==> src/rtl/fsm_id_matcher.sv <==
// ---------------------------------------------------------------------------
// fsm_id_matcher
// Serial identifier recogniser. After 'start' is seen the block shifts ID_W
// bits in from 'in' (MSB first) and compares the finished word against a
// table of NUM_ID identifiers. A match reports 'hit' plus the lowest
// matching table index. Dropping 'start' mid-frame aborts the frame with an
// 'err' pulse. With CONT=1, frames run back-to-back while 'start' stays high.
//
// Ports
//   clk    in   1      system clock, rising edge
//   rst    in   1      asynchronous reset, active-low
//   start  in   1      frame enable, level-sensitive
//   in     in   1      serial data, MSB first
//   hit    out  1      1-cycle pulse: completed frame matched a table entry
//   out    out  ID_W   last completed frame word, held until the next one
//   idx    out  IDX_W  lowest matching table index, held after a hit
//   done   out  1      1-cycle pulse at every frame completion
//   err    out  1      1-cycle pulse: frame aborted by start dropping
// ---------------------------------------------------------------------------
module fsm_id_matcher #(
  parameter int                     ID_W    = 4,
  parameter int                     NUM_ID  = 4,
  parameter logic [NUM_ID*ID_W-1:0] ID_LIST = {4'd8, 4'd4, 4'd2, 4'd1},
  parameter bit                     CONT    = 1'b0,
  localparam int                    IDX_W   = (NUM_ID > 1) ? $clog2(NUM_ID) : 1
) (
  input  logic             clk,
  input  logic             rst,
  input  logic             start,
  input  logic             in,
  output logic             hit,
  output logic [ID_W-1:0]  out,
  output logic [IDX_W-1:0] idx,
  output logic             done,
  output logic             err
);

  localparam int CNT_W = $clog2(ID_W + 1);
  localparam logic [CNT_W-1:0] LAST_CNT = CNT_W'(ID_W - 1);

  typedef enum logic [1:0] {IDLE, SHIFT, CHECK, WAIT} state_t;

  state_t             state_q;
  logic [CNT_W-1:0]   cnt_q;
  logic [ID_W-1:0]    shreg_q;
  logic [ID_W-1:0]    out_q;
  logic [IDX_W-1:0]   idx_q;
  logic               hit_q;
  logic               done_q;
  logic               err_q;

  logic               match_d;
  logic [IDX_W-1:0]   match_idx_d;

  // Scan from the top entry down so the lowest matching index is the one
  // left standing when duplicates exist in the table.
  always_comb begin
    match_d     = 1'b0;
    match_idx_d = '0;
    for (int i = NUM_ID - 1; i >= 0; i--) begin
      if (ID_LIST[i*ID_W +: ID_W] == shreg_q) begin
        match_d     = 1'b1;
        match_idx_d = IDX_W'(i);
      end
    end
  end

  always_ff @(posedge clk or negedge rst) begin
    if (!rst) begin
      state_q <= IDLE;
      cnt_q   <= '0;
      shreg_q <= '0;
      out_q   <= '0;
      idx_q   <= '0;
      hit_q   <= 1'b0;
      done_q  <= 1'b0;
      err_q   <= 1'b0;
    end else begin
      // Status outputs are single-cycle pulses unless re-armed below.
      hit_q  <= 1'b0;
      done_q <= 1'b0;
      err_q  <= 1'b0;
      case (state_q)
        IDLE: begin
          if (start) begin
            state_q <= SHIFT;
            cnt_q   <= '0;
          end
        end
        SHIFT: begin
          if (!start) begin
            // Abort: the bit on this edge is discarded, out/idx untouched.
            state_q <= IDLE;
            cnt_q   <= '0;
            err_q   <= 1'b1;
          end else begin
            shreg_q <= {shreg_q[ID_W-2:0], in};
            if (cnt_q == LAST_CNT) begin
              state_q <= CHECK;
              cnt_q   <= '0;
            end else begin
              cnt_q <= cnt_q + CNT_W'(1);
            end
          end
        end
        CHECK: begin
          // The frame completes here regardless of start.
          out_q  <= shreg_q;
          done_q <= 1'b1;
          if (match_d) begin
            hit_q <= 1'b1;
            idx_q <= match_idx_d;
          end
          if (start && CONT) begin
            state_q <= SHIFT;
            cnt_q   <= '0;
          end else if (start) begin
            state_q <= WAIT;
          end else begin
            state_q <= IDLE;
          end
        end
        WAIT: begin
          // One frame per start assertion in single-frame mode.
          if (!start) begin
            state_q <= IDLE;
          end
        end
        default: begin
          state_q <= IDLE;
        end
      endcase
    end
  end

  assign hit  = hit_q;
  assign out  = out_q;
  assign idx  = idx_q;
  assign done = done_q;
  assign err  = err_q;

endmodule

==> config.mk <==
export PLATFORM = sky130hd
export DESIGN_NAME = fsm_id_matcher
export DESIGN_NICKNAME = d
export VERILOG_FILES = /design/src/rtl/fsm_id_matcher.sv
export SDC_FILE = /design/constraint.sdc
export NUM_CORES = 1
export LEC_CHECK = 0
export ABC_AREA = 1
export CORE_MARGIN = 1
export CORE_UTILIZATION = 50
export CTS_CLUSTER_SIZE = 28
export DETAILED_ROUTE_END_ITERATION = 10
export DONT_BUFFER_PORTS = 1
export PLACE_DENSITY = 0.63
export SYNTH_ARGS = -nofsm -noshare
export SYNTH_HDL_FRONTEND = slang
export SYNTH_SLANG_ARGS = --single-unit
export TNS_END_PERCENT = 10
==> constraint.sdc <==
create_clock -name clk -period 1.5 [get_ports clk]
set_clock_uncertainty 0.1 [all_clocks]
set_input_delay 0.375 -clock clk [delete_from_list [all_inputs] [get_ports clk]]
set_output_delay 0.375 -clock clk [all_outputs]
set_load 0.02 [all_outputs]
======== Word-level counts from Yosys, hierarchy flattened ========
Cells that the tools add are included.
cells by class
  add/subtract/negate cells ............... 1
  eq/ne operators ......................... 11
  muxes and demuxes ....................... 23
  reductions and logical operators ........ 6
operator list
  cell                   count
  $mux W2                9
  $mux W1                9
  $mux W3                3
  $pmux W2 S4            1
  $pmux W3 S2            1
  $reduce_and A2 Y1      3
  $eq A1 B4 Y1 const A   1
  $eq A2 B2 Y1 const B   2
  $eq A2 B4 Y1 const A   1
  $eq A3 B4 Y1 const A   1
  $eq A4 B4 Y1 const A   1
  $ne A2 B2 Y1 const B   2
  $add A3 B1 Y3 const B  1
  $eq A3 B2 Y1 const B   1
  $ne A3 B3 Y1 const B   1
  $reduce_and A3 Y1      1
  $eq A2 B1 Y1 const B   1
  $logic_not A2 Y1       1
  $reduce_bool A2 Y1     1
word-level totals
  register bits after elaboration ......... 18
  output and inout port bits .............. 9
  word-level logic and storage cells ...... 49

======== Depth between registers and ports, before layout ========
  depth after elaboration ................. 7
  mapped depth ............................ 8
  mapped depth without buffers ............ 7

======== Least setup slack after synthesis ========
No wires, ideal clock.
  path kind ............................... register to register
  start point ............................. register state_q[0]
  end point ............................... register idx_q[0], in the netlist idx[0]
  setup time .............................. 0.117 ns
  arrival time ............................ 0.863 ns
  path slack .............................. 0.420 ns
  cell stages (with the launch flop) ...... 8
  cells stage by stage .................... dfrtp_1 > inv_1 > nand2_2 > buf_6 > nor2_4 > nand2_2 > nand3_1 > nand2_1
on the way
  longest elaborated chain between the ends .. 2
ends and longest elaborated chain
  item                         line  source
  start, declared              43    state_t state_q;
  start signal, assigned       70    state_q <= IDLE;
  start signal, assigned       86    state_q <= SHIFT;
  start signal, assigned       93    state_q <= IDLE;
  $eq A2 B2 Y1                 83    case (state_q)
  $reduce_and A2 Y1 (no line)  --
  end signal, assigned         112   idx_q <= match_idx_d;
  end, declared                47    logic [IDX_W-1:0] idx_q;
Every way passes these cells.
A chain may end at the register's enable or synchronous reset.

======== Final worst setup path ========
  start point ............................. register state_q[1]
  end point ............................... register cnt_q[2]
on the way
  longest elaborated chain between the ends .. 3
ends and longest elaborated chain
  item                                                          line  source
  $eq A2 B1 Y1 or $logic_not A2 Y1 (tied branches)              83
  $reduce_bool A2 Y1 (no line) or $ne A2 B2 Y1 (tied branches)  --
  $reduce_and A2 Y1 (no line)                                   --
  end signal, assigned                                          102   cnt_q <= cnt_q + CNT_W'(1);
  end, declared                                                 44    logic [CNT_W-1:0] cnt_q;
Parallel ways exist; a longest one is shown, timed or not.

==> summary.txt <==
Run status
  – Status: finished, final reports clean

Worst setup path
  – Crit-path leading delay family: simple AND/OR/NAND/NOR gates
  – Crit-path slowest cell: dfrtp_1
  – Total stage count of the critical path: 5
  – Critical Path Most Common Cell: nand2_1
  – Critical Path AT: 1.42 ns
  – Buf/Inv on CP: 1
  – R2R Path Start: state_q[1]
  – Crit Path Max Fanout: 11
  – Critical Path Sink: cnt_q[2]
  – CP Cell Sequence: inv_1, nand2_1, nor2_2, nand2_1, a21oi_1
  – R2R setup slack: 0.19 ns
  – Crit path required time: around 1.6 ns
  – Critical Path Source: state_q[1]
  – Slowest stage delay, CP: 0.41 ns
  – Capture point of the worst reg-to-reg path: cnt_q[2]
  – Setup crit start kind: flop
  – Worst Reg-to-Reg Cells: 5
  – Kind of critical path: reg2reg
  – CP Capture Type: flop

GRT
  – Largest net degree at the start of global routing: 19
  – Vias in the first global route: 469
  – Initial antenna violation count: 0
  – Global Route Usage Sum: between 10% and 20%
  – Global-route wire length before repair: 2100 um
  – GR Overflow Total: 0

Drt
  – Final ANT Viol Nets: 0
  – DR vias/cell: 5.19
  – WL final: 1180 um
  – Detailed Route Iter0 Violations: 20
  – Vias post-DR: 535
  – Drt pass-1 iters: 4
  – Avg WL per Cell: 11.4 um
  – Post-route DRC: 0

Yosys
  – Ys Warns: 0
  – Top-area cell type share of the netlist area: around 58%
  – Synth Net Count: 91
  – Sequential element share of the synthesized area: between 50 and 60%
  – Yosys reg bits: 18
  – Main synth FF type: dfrtp_1
  – Post-synth ARST share: 100%
  – Yosys top cell by area: dfrtp_1
  – Synth area leaders: dfrtp_1, nand2_1, inv_1
  – Post-synth EDFFs: 0
  – Synth Instances: 86
  – Average size of a mapped cell: ~9 um2
  – Post-synth cell types: 16
  – Netlist Area Pre-Place: 782 um2
  – Most frequent cells after synthesis: nand2_1, dfrtp_1, inv_1, o21ai_0, nand2_2
  – Count leader, synth: nand2_1

CTS
  – Num CTS Buffers: 3
  – CTS root buffer: clkbuf_4
  – Setup repair bufs after CTS: 0
  – Worst-Skew Late Latency: 0.29 ns
  – Worst-path clk slew: 0.09 ns
  – TritonCTS clock tree: done
  – CTS Sinks: 18
  – Post-CTS Resized: 0
  – CTS max path bufs: 2
  – CTS Hold Bufs: 1
  – H-tree depth: 1

STA
  – Final critical-path required period: 1.31 ns
  – Fin worst setup slack: 0.193 ns
  – Setup TNS: 0 ns
  – Setup violators final: 0
  – Max-slew violations: 0
  – Unrepaired setup endpoints after global routing: no
  – Fmax: 0.765 GHz
  – Fin. Hold Viols: 0
  – Tcrit/Tclk final: 87.2%
  – Least-Margin Pin Slew: a little under 0.8 ns
  – Max_slew headroom: around half

Floorplan
  – Std cell rows: 13
  – Core area: about 0.0014 mm2
  – Die Ht: 41.5 um
  – Die width: slightly above 40 um
  – Effective utilization at floorplan: 56.6%
  – Top Ports: 13
  – Area of the die: 0.00173 mm2

Power and ir drop
  – Worst ir drop on vdd: 623 uV
  – Lkg Pwr: 0.000421 uW
  – Pwr/cell area: 1260 mW/mm2
  – Total Power: roughly 1000 uW

Hold path
  – Worst hold path depth: 1
  – Worst Hold Class: in2reg

Placed design
  – Port bufs: 0
  – Pre-CTS WS: ~0.21 ns
  – GPL Wtd Cong: 0.714
  – Post-DP HPWL: 798 um

Finish
  – P&R area growth vs syn: 3.68%
  – Share of post-route cells with drive strength above 1: 10.2%
  – Layout Nets: 95
  – # diodes: 0
  – Fill count: 122

Job
  – Max Cap Viol: 0
-- cell type report --
| type | instances | area [um2] | share of cell area, % |
|---|---|---|---|
| timing repair buffer | 1 | 10.0 | 1.23 |
| multi-input combinational | 52 | 256 | 31.6 |
| inverter | 14 | 52.6 | 6.48 |
| sequential | 18 | 450 | 55.6 |
| tap | 15 | 18.8 | 2.31 |
| clock buffer | 3 | 22.5 | 2.78 |
-- worst min-delay path by stage --
stage                     startpoint        to  slack (ns)
final                          start       err        0.04
after global routing           start       err        0.05
after CTS                      start       err        0.04
after detailed placement         rst       err       -0.02
after global placement           rst       err       -0.02
after floorplan                  rst  cnt_q[0]       -0.02
-- routing by layer --
layer,routed length [um],vias up,global-route usage [%],part of all wire [%]
met2,471,17,21.6,40
li1,-,278,-,-
met1,645,237,23.4,55
met4,16,0,5.81,1.4
met3,41,3,4.78,3.5
met5,0,-,0,0
-- layout by cell type (no fill, tap or decap) --
| master | instances |
|---|---|
| o21ai_0 | 10 |
| nor2_4 | 1 |
| dfrtp_1 | 18 |
| dlygate4sd3_1 | 1 |
| nor2_2 | 1 |
| inv_1 | 14 |
| nor2_1 | 2 |
| ha_1 | 1 |
| a21oi_1 | 2 |
| nand2_1 | 25 |
| o21ai_1 | 1 |
| nand3_1 | 2 |
| nand2_2 | 3 |
| a31oi_1 | 1 |
| o22ai_2 | 1 |
| nand4_1 | 2 |
| clkbuf_4 | 3 |
-- report_power, final --
part	total, uW	switching [uW]	leakage, uW	internal [uW]
registers	638	88.6	0.000237	549
clock network	236	143	0.0000138	93.4
logic	145	95.7	0.000170	49.4
-- stage by stage --
stage	util [%]	std cells	cell area [um2]	hold WS (ns)
6_report	58.6	103	811	0.0396
5_1_grt	58.6	103	811	0.0453
4_1_cts	58.6	103	811	0.0407
3_5_place_dp	56.3	99	778	-0.0203
3_3_place_gp	56.3	99	778	-0.0203
2_1_floorplan	-	86	782	-0.0206
-- cell families after synthesis --
kind of cell | count (synthesis) | share of synthesized area [%]
compound gates | 15 | 10.7
fa+ha+maj | 1 | 1.60
buf+inv | 16 | 9.60
flops | 18 | 57.6
simple gates | 36 | 20.5
-- state kept, by name (all words and copies together), names as in the netlist --
| signal | count |
|---|---|
| cnt_q | 3 |
| shreg_q | 4 |
| out | 4 |
| idx | 2 |
| state_q | 2 |
| err | 1 |
| done | 1 |
| hit | 1 |
(Power assumes the default switching activity.)
